<file path="src/rtl/fetch_sequencer.sv">
// Instruction fetch sequencer: variable-length fetch over a
// req/ack program-memory port, fields held stable through execute.
module fetch_sequencer #(
  parameter int ADDR_W    = 12,
  parameter int BYTE_W    = 8,
  parameter int OPC_W     = 4,
  parameter int MAX_EXT   = 2,
  parameter int EXT_LEN_W = 2
) (
  input  logic                      clk,
  input  logic                      reset,
  input  logic                      run,
  output logic [ADDR_W-1:0]         mem_addr,
  output logic                      mem_req,
  input  logic                      mem_ack,
  input  logic [BYTE_W-1:0]         mem_data,
  output logic [OPC_W-1:0]          instr,
  output logic [BYTE_W-OPC_W-1:0]   operand,
  output logic [MAX_EXT*BYTE_W-1:0] ext_data,
  input  logic [EXT_LEN_W-1:0]      ext_len,
  output logic                      phase,
  output logic                      instr_valid,
  input  logic                      exec_done,
  input  logic                      load_pc,
  input  logic [ADDR_W-1:0]         new_addr,
  output logic [ADDR_W-1:0]         pc,
  output logic                      len_err
);

  localparam int OPR_W = BYTE_W - OPC_W;
  localparam logic [EXT_LEN_W-1:0] MAX_EXT_C =
    EXT_LEN_W'(MAX_EXT);
  localparam logic [EXT_LEN_W-1:0] ONE_C =
    EXT_LEN_W'(1);

  typedef enum logic [2:0] {
    IDLE,
    FETCH,
    DECODE,
    FETCH_EXT,
    EXEC
  } state_t;

  state_t               state;
  state_t               state_nxt;
  logic [EXT_LEN_W-1:0] cnt;
  logic [EXT_LEN_W-1:0] k;
  logic [EXT_LEN_W-1:0] len_eff;
  logic                 len_over;

  // Clamp the decoded extension length to what the buffer can hold.
  always_comb begin
    len_over = ext_len > MAX_EXT_C;
    len_eff  = len_over ? MAX_EXT_C : ext_len;
  end

  // State register; reset abandons any outstanding request.
  always_ff @(posedge clk or negedge reset) begin
    if (!reset) begin
      state <= IDLE;
    end else begin
      state <= state_nxt;
    end
  end

  // Next-state and memory/phase outputs.
  always_comb begin
    state_nxt   = state;
    mem_req     = 1'b0;
    phase       = 1'b0;
    instr_valid = 1'b0;
    mem_addr    = pc;
    unique case (state)
      IDLE: begin
        if (run) state_nxt = FETCH;
      end
      FETCH: begin
        mem_req = 1'b1;
        if (mem_ack) state_nxt = DECODE;
      end
      DECODE: begin
        if (len_eff == '0) state_nxt = EXEC;
        else               state_nxt = FETCH_EXT;
      end
      FETCH_EXT: begin
        mem_req = 1'b1;
        if (mem_ack && cnt == ONE_C) state_nxt = EXEC;
      end
      EXEC: begin
        phase       = 1'b1;
        instr_valid = 1'b1;
        if (exec_done) state_nxt = run ? FETCH : IDLE;
      end
      default: state_nxt = IDLE;
    endcase
  end

  // Program counter, instruction fields and extension bookkeeping.
  always_ff @(posedge clk or negedge reset) begin
    if (!reset) begin
      pc       <= '0;
      instr    <= '0;
      operand  <= '0;
      ext_data <= '0;
      cnt      <= '0;
      k        <= '0;
      len_err  <= 1'b0;
    end else begin
      unique case (state)
        FETCH: begin
          if (mem_ack) begin
            instr    <= mem_data[BYTE_W-1 -: OPC_W];
            operand  <= mem_data[OPR_W-1:0];
            ext_data <= '0;
            pc       <= pc + ADDR_W'(1);
          end
        end
        DECODE: begin
          cnt <= len_eff;
          k   <= '0;
          if (len_over) len_err <= 1'b1;
        end
        FETCH_EXT: begin
          if (mem_ack) begin
            for (int i = 0; i < MAX_EXT; i++) begin
              if (k == EXT_LEN_W'(i))
                ext_data[i*BYTE_W +: BYTE_W] <= mem_data;
            end
            pc  <= pc + ADDR_W'(1);
            k   <= k + ONE_C;
            cnt <= cnt - ONE_C;
          end
        end
        EXEC: begin
          if (exec_done && load_pc) pc <= new_addr;
        end
        default: ;
      endcase
    end
  end

endmodule

</file>
<file path="config.mk">
export PLATFORM = sky130hd
export DESIGN_NAME = fetch_sequencer
export DESIGN_NICKNAME = d
export VERILOG_FILES = /design/src/rtl/fetch_sequencer.sv
export SDC_FILE = /design/constraint.sdc
export NUM_CORES = 1
export LEC_CHECK = 0
export ABC_AREA = 1
export CAP_MARGIN = 30
export CORE_MARGIN = 4
export CORE_UTILIZATION = 49
export CTS_CLUSTER_DIAMETER = 40
export DETAILED_ROUTE_END_ITERATION = 6
export GPL_TIMING_DRIVEN = 0
export PLACE_DENSITY_LB_ADDON = 0.05
export SLEW_MARGIN = 20
export SYNTH_ARGS = -nofsm -noshare
export SYNTH_HDL_FRONTEND = slang
export SYNTH_SLANG_ARGS = --single-unit
</file>
<file path="constraint.sdc">
create_clock -name clk -period 3.5 [get_ports clk]
set_input_delay 0.7 -clock clk [delete_from_list [all_inputs] [get_ports clk]]
set_output_delay 0.7 -clock clk [all_outputs]
set_load 0.01 [all_outputs]
</file>
==> flow_metrics.tcl, run 1 <==
set metrics [dict create \
    status "finished, final reports clean" \
    synth_seq_cells 44 \
    grt_start_max_net_pins 33 \
    cts_buffers 5 \
    clockRootBuffer "clkbuf_8" \
    rows 25 \
    clk_pin_slew_worst_paths_ns 0.08 \
    fin_area_sq_mm 0.00339 \
    netlist_area_sq_mm 0.00241 \
    grt_overflow 0 \
    die-area_sq_mm 0.00610 \
    firstDrtPassIters 4 \
    ant_nets 0 \
    cts_max_level 2 \
    wl_um 5680 \
    synth_top_area_frac 0.457 \
    layoutNonFillerInstCount 471 \
    placed_area_sq_mm 0.00330 \
    worstPathArrival_ns 2.08 \
    antenna_cells 0 \
    synth_cell_types 27 \
    start_kind "flop" \
    place_congestion 0.850 \
    switching_share 0.398 \
    clk_latency_ns 0.30 \
    vias 2245 \
    endpoint_kind "output pin" \
    synthCells 316 \
    drc 0 \
    cap_violations 0 \
    layout.nets 435 \
    grt_setup_unrepaired "no" \
    clkPwrFrac 0.118 \
    maxSlewHeadroom 0.735 \
    synthesis.nets 348 \
    grt_pass1_wl_um 9870 \
    worst_pin_slew_ns 0.396 \
    p_comb_frac 0.552 \
    final_layout_size_suffix_gt1_frac 0.119 \
    dp_hpwl_um 4410 \
    syn_area_per_cell_sq_um 7.62 \
    post-cts-setup-buffers 0 \
    cts.repair.resized 0 \
    ff2ff_path_depth 7 \
    yosys-top-cells-area "dfrtp_1, nand2_1, nor2_1" \
    grt_pass1_vias 2208 \
    die_w_um 78.1 \
    yosysSeqAreaShare 0.457 \
    io_buffers 79 \
    fmax_ghz 0.360 \
    io_pins 80 \
    cp_data_required_time_ns 2.80 \
    power_density_mw_per_mm2 839 \
    fin_tns_setup_ns 0 \
    final-hold-violation-count 0 \
    drt-initial-drc-count 71 \
    grt.total_usage 0.200 \
    die_h_um 78.1 \
    internal_power_mw 1.71 \
    skew_ns 0.00433 \
    timing.final.crit_share 0.793 \
    period_needed_ns 2.78 \
    antenna_found_initial 0 \
    worstSetupPathType "flop to output pin" \
    core_area_sq_mm 0.00475 \
    finalSetupViolations 0 \
    postCtsHoldBufs 0 \
    critical_path_peak_fanout 8 \
    synthToLayoutAreaGrowth_pct 40.8 \
    detail_route.vias_per_cell 4.77 \
    switchingPower_mw 1.13 \
    power_frac_seq 0.330 \
    ys_warn_count 0 \
    cts_tree "yes" \
    power.leakage_nw 1.69 \
    start_util 0.507 \
    peakVddDrop_v 0.000427 \
    clk_path_buf_depth 2 \
    hp-class "input port to asynchronous set/reset pin" \
    synth_top_area_cell "dfrtp_1" \
    dpl.cell_count 463 \
    report.final.slew_viol_count 0 \
    wl_per_cell_um 12.1 \
    cts_num_sinks 44 \
]
==> through the flow <==
stage	setup slack (ns)	hold slack, ns	utilization	total power, mW
after floorplan	1.70	0.404	-	1.79
after detailed placement	1.02	0.462	0.694	2.54
final	0.725	0.285	0.713	2.85
after global routing	0.578	0.298	0.713	3.10
after CTS	0.686	0.290	0.713	2.88
after global placement	0.524	0.451	0.691	2.49
==> final timing paths <==
path	startpoint	to	slack [ns]
setup reg to reg	mem_addr[1]	mem_addr[6]	1.97
max in group asynchronous	reset	ext_data[6]	2.75
min in group clk	len_err	len_err	0.48
hold / removal	reset	mem_addr[1]	0.28
hold reg to reg	len_err	len_err	0.48
setup / recovery	state[1]	phase	0.72
==> worst max-delay path: stages (launching register included) <==
cell             delay [ns]
dfrtp_1                0.49
nor2_2                 0.21
nand2_1                0.14
inv_1                  0.26
buf_4                  0.16
clkdlybuf4s50_1        0.52
==> final cells by class <==
class / instances / area, sq um
well taps: 67 / 83.8
plain buffers: 21 / 160
clock buffers: 7 / 86.3
repair buffers: 80 / 806
multi-input cells: 222 / 1040
fillers: 416 / 1360
inverters: 29 / 109
clock inverters: 1 / 7.51
flip-flops and latches: 44 / 1100
==> cell families after synthesis <==
group,synth area share
AOI/OAI and AO/OA,0.0956
xor gates and xnor gates,0.0109
adders and majority gates,0.0208
buffers and inverters,0.112
DFF,0.457
and+or+nand+nor,0.304
==> flip-flops by register name (all words and copies together), names as in the netlist <==
signal / count
ext_data: 16
mem_addr: 12
instr: 4
operand: 4
state: 3
cnt: 2
k: 2
len_err: 1
==> power groups by stage <==
stage / logic, mW / clock network, mW / registers, mW
2_1_floorplan: 0.782 / 0 / 1.01
3_3_place_gp: 1.55 / 0 / 0.943
3_5_place_dp: 1.59 / 0 / 0.950
4_1_cts: 1.59 / 0.345 / 0.942
5_1_grt: 1.76 / 0.365 / 0.980
6_report: 1.57 / 0.335 / 0.940
==> cell usage after synthesis <==
cell       n
or2_1      1
or2_2      3
buf_2      2
nor2_1    39
nand4_1    3
ha_1       4
a31o_2     1
nor2_4     1
dfrtp_1   44
nor3_2     1
a31oi_1    2
o21ai_1    8
nor2_8     1
inv_1     24
nand2_1   98
nor2_2     5
nand3b_1   2
a22oi_1    1
xnor2_1    3
buf_4     17
o21ai_0   18
nand2_2    1
o22ai_1    1
a21oi_1   13
nand3_1   16
buf_6      2
inv_2      5
==> cell usage in the layout (no fill, tap or decap), types with 2 or more instances in the layout <==
cell type,synthesis,layout
o21ai_1,8,8
buf_6,2,2
a31oi_1,2,2
buf_4,17,17
nand4_1,3,3
a21oi_1,13,13
xnor2_1,3,3
or2_2,3,3
o21ai_0,18,18
ha_1,4,4
inv_1,24,24
inv_2,5,5
nor2_1,39,39
buf_2,2,3
nand3b_1,2,2
clkdlybuf4s50_1,0,78
dfrtp_1,44,44
nand2_1,98,98
nor2_2,5,5
clkbuf_8,0,6
nand3_1,16,16
==> per-layer routing <==
metal	GRT usage	vias up	share of wire
met4	0.0874	0	0.017
met3	0.0447	10	0.055
met5	0	-	0
met2	0.342	57	0.49
met1	0.243	1021	0.44
li1	-	1157	-
(Power assumes the default switching activity.)
==> run 2: changes to the inputs <==
- CORE_UTILIZATION: 49 -> 41
- clock period: 3.5 -> 2.4 ns (I/O delays scaled with it)
==> run 2 against run 1 <==
  * Register-to-register slack lost 1.1 ns
  * Clock power grew 69%
  * Final cell count grew 1.1%
  * Via count grew 3.1%
  * Cell area grew 1.3%
  * Clock skew grew 0.0055 ns
  * Sequential cell count is the same
  * Worst setup slack lost 0.60 ns
  * Largest power group unchanged
  * Highest routed layer unchanged
==> flow_metrics.tcl, run 2 (synthesis gave the netlist of run 1 again) <==
set metrics [dict create \
    status "finished, final reports clean" \
    dpl.cell_count 468 \
    die-area_sq_mm 0.00716 \
    clk_path_buf_depth 2 \
    die_w_um 84.6 \
    finalSetupViolations 0 \
    clk_latency_ns 0.30 \
    wl_per_cell_um 12.4 \
    endpoint_kind "output pin" \
    cap_violations 0 \
    wl_um 5890 \
    power_mw 4.25 \
    regMostFlops "ext_data" \
    timing.final.crit_share 0.947 \
    layout.nets 435 \
    clk_pin_slew_worst_paths_ns 0.09 \
    hold_slack_ns 0.157 \
    ant_nets 0 \
    clockRootBuffer "clkbuf_8" \
    internal_power_mw 2.58 \
    max_stage_delay_ns 0.52 \
    start_util 0.429 \
    setup_ws_ns 0.128 \
    cts_tree "yes" \
    antenna_cells 0 \
    placed_area_sq_mm 0.00331 \
    layoutNonFillerInstCount 476 \
    worstSetupPathType "flop to output pin" \
    final-hold-violation-count 0 \
    die_h_um 84.6 \
    start_kind "flop" \
    worstPathArrival_ns 1.79 \
    grt_setup_unrepaired "no" \
    switching_share 0.393 \
    detail_route.vias_per_cell 4.86 \
    rows 27 \
    power_density_mw_per_mm2 1240 \
    dp_hpwl_um 4620 \
    dpl_worst_slack_ns 0.136 \
    period_needed_ns 2.27 \
    p_comb_frac 0.542 \
    drt-initial-drc-count 79 \
    hp-class "input port to asynchronous set/reset pin" \
    report.final.slew_viol_count 0 \
    cp.buffers_inverters 3 \
    cts_max_level 2 \
    largest_reg_flops 16 \
    antenna_found_initial 0 \
    final_cell_mix "nand2_1, clkdlybuf4s50_1, dfrtp_1" \
    cpLargestDelayFamily "buffers and inverters" \
    fmax_ghz 0.440 \
    switchingPower_mw 1.67 \
    worst_pin_slew_ns 0.558 \
    fin_tns_setup_ns 0 \
    vias 2314 \
    drc 0 \
    grt_overflow 0 \
    postCtsHoldBufs 0 \
    final_common_cell "nand2_1" \
    io_pins 80 \
    grt_pass1_wl_um 10100 \
    power_frac_seq 0.324 \
    firstDrtPassIters 4 \
    io_buffers 79 \
    synthToLayoutAreaGrowth_pct 42.7 \
    final_layout_size_suffix_gt1_frac 0.129 \
    power.leakage_nw 1.70 \
    grt_pass1_vias 2242 \
    core_area_sq_mm 0.00561 \
    cts_buffers 5 \
    cp_slowest_cell "clkdlybuf4s50_1" \
    critical_path_peak_fanout 8 \
    grt_start_max_net_pins 24 \
    clkPwrFrac 0.133 \
    place_congestion 0.819 \
    skew_ns 0.00980 \
    grt.total_usage 0.172 \
    fill_cells 536 \
    fin_area_sq_mm 0.00344 \
    fin_util 0.613 \
    peakVddDrop_v 0.000597 \
    cp_data_required_time_ns 1.92 \
    crit_chain "nor2_4 -> nand2_2 -> clkinv_4 -> buf_4 -> clkdlybuf4s50_1" \
    maxSlewHeadroom 0.628 \
    cts_num_sinks 44 \
]
-- run 2: worst paths after layout --
path	start	end	slack, ns	cells after the start
worst max register to register	mem_addr[1]	mem_addr[8]	0.86	8
max in group asynchronous	reset	ext_data[12]	1.73	2
worst max-delay path	state[1]	phase	0.13	5
worst min-delay path	reset	instr[1]	0.16	1
min in group clk	len_err	len_err	0.48	1
worst min register to register	len_err	len_err	0.48	1
-- run 2: routing by layer --
metal	track usage	part of all wire
met4	0.0432	0.0097
met3	0.0422	0.060
met2	0.291	0.48
met1	0.220	0.45
met5	0	0
-- run 2: timing repair --
item,4_1_cts,5_1_grt
setup endpoints to repair,2,1
gates cloned,0,0
resized for setup,4,2
buffers inserted,0,0
-- run 2: area by class of cell --
cell class              count  area, sq um  area share
inverters                  29          114      0.0331
plain buffers              21          160      0.0466
flip-flops and latches     44         1100       0.321
well taps                  72         90.1      0.0262
clock inverters             3         42.5      0.0124
repair buffers             80          813       0.237
multi-input cells         222         1050       0.304
clock buffers               5         68.8      0.0200
-- run 2: power groups by stage --
stage	sequential [mW]	clock (mW)	combinational, mW
after CTS	1.38	0.587	2.34
after global placement	1.38	0	2.27
after global routing	1.44	0.612	2.55
final	1.38	0.567	2.31
after floorplan	1.47	0	1.14
after detailed placement	1.39	0	2.33
-- run 2: worst register-to-register path, delay by kind of cell (launching register included) --
kind | cells | cell delay [ns]
AND/OR/NAND/NOR | 7 | 0.78
adder cells (fa/ha/maj) | 1 | 0.21
flip-flops | 1 | 0.45
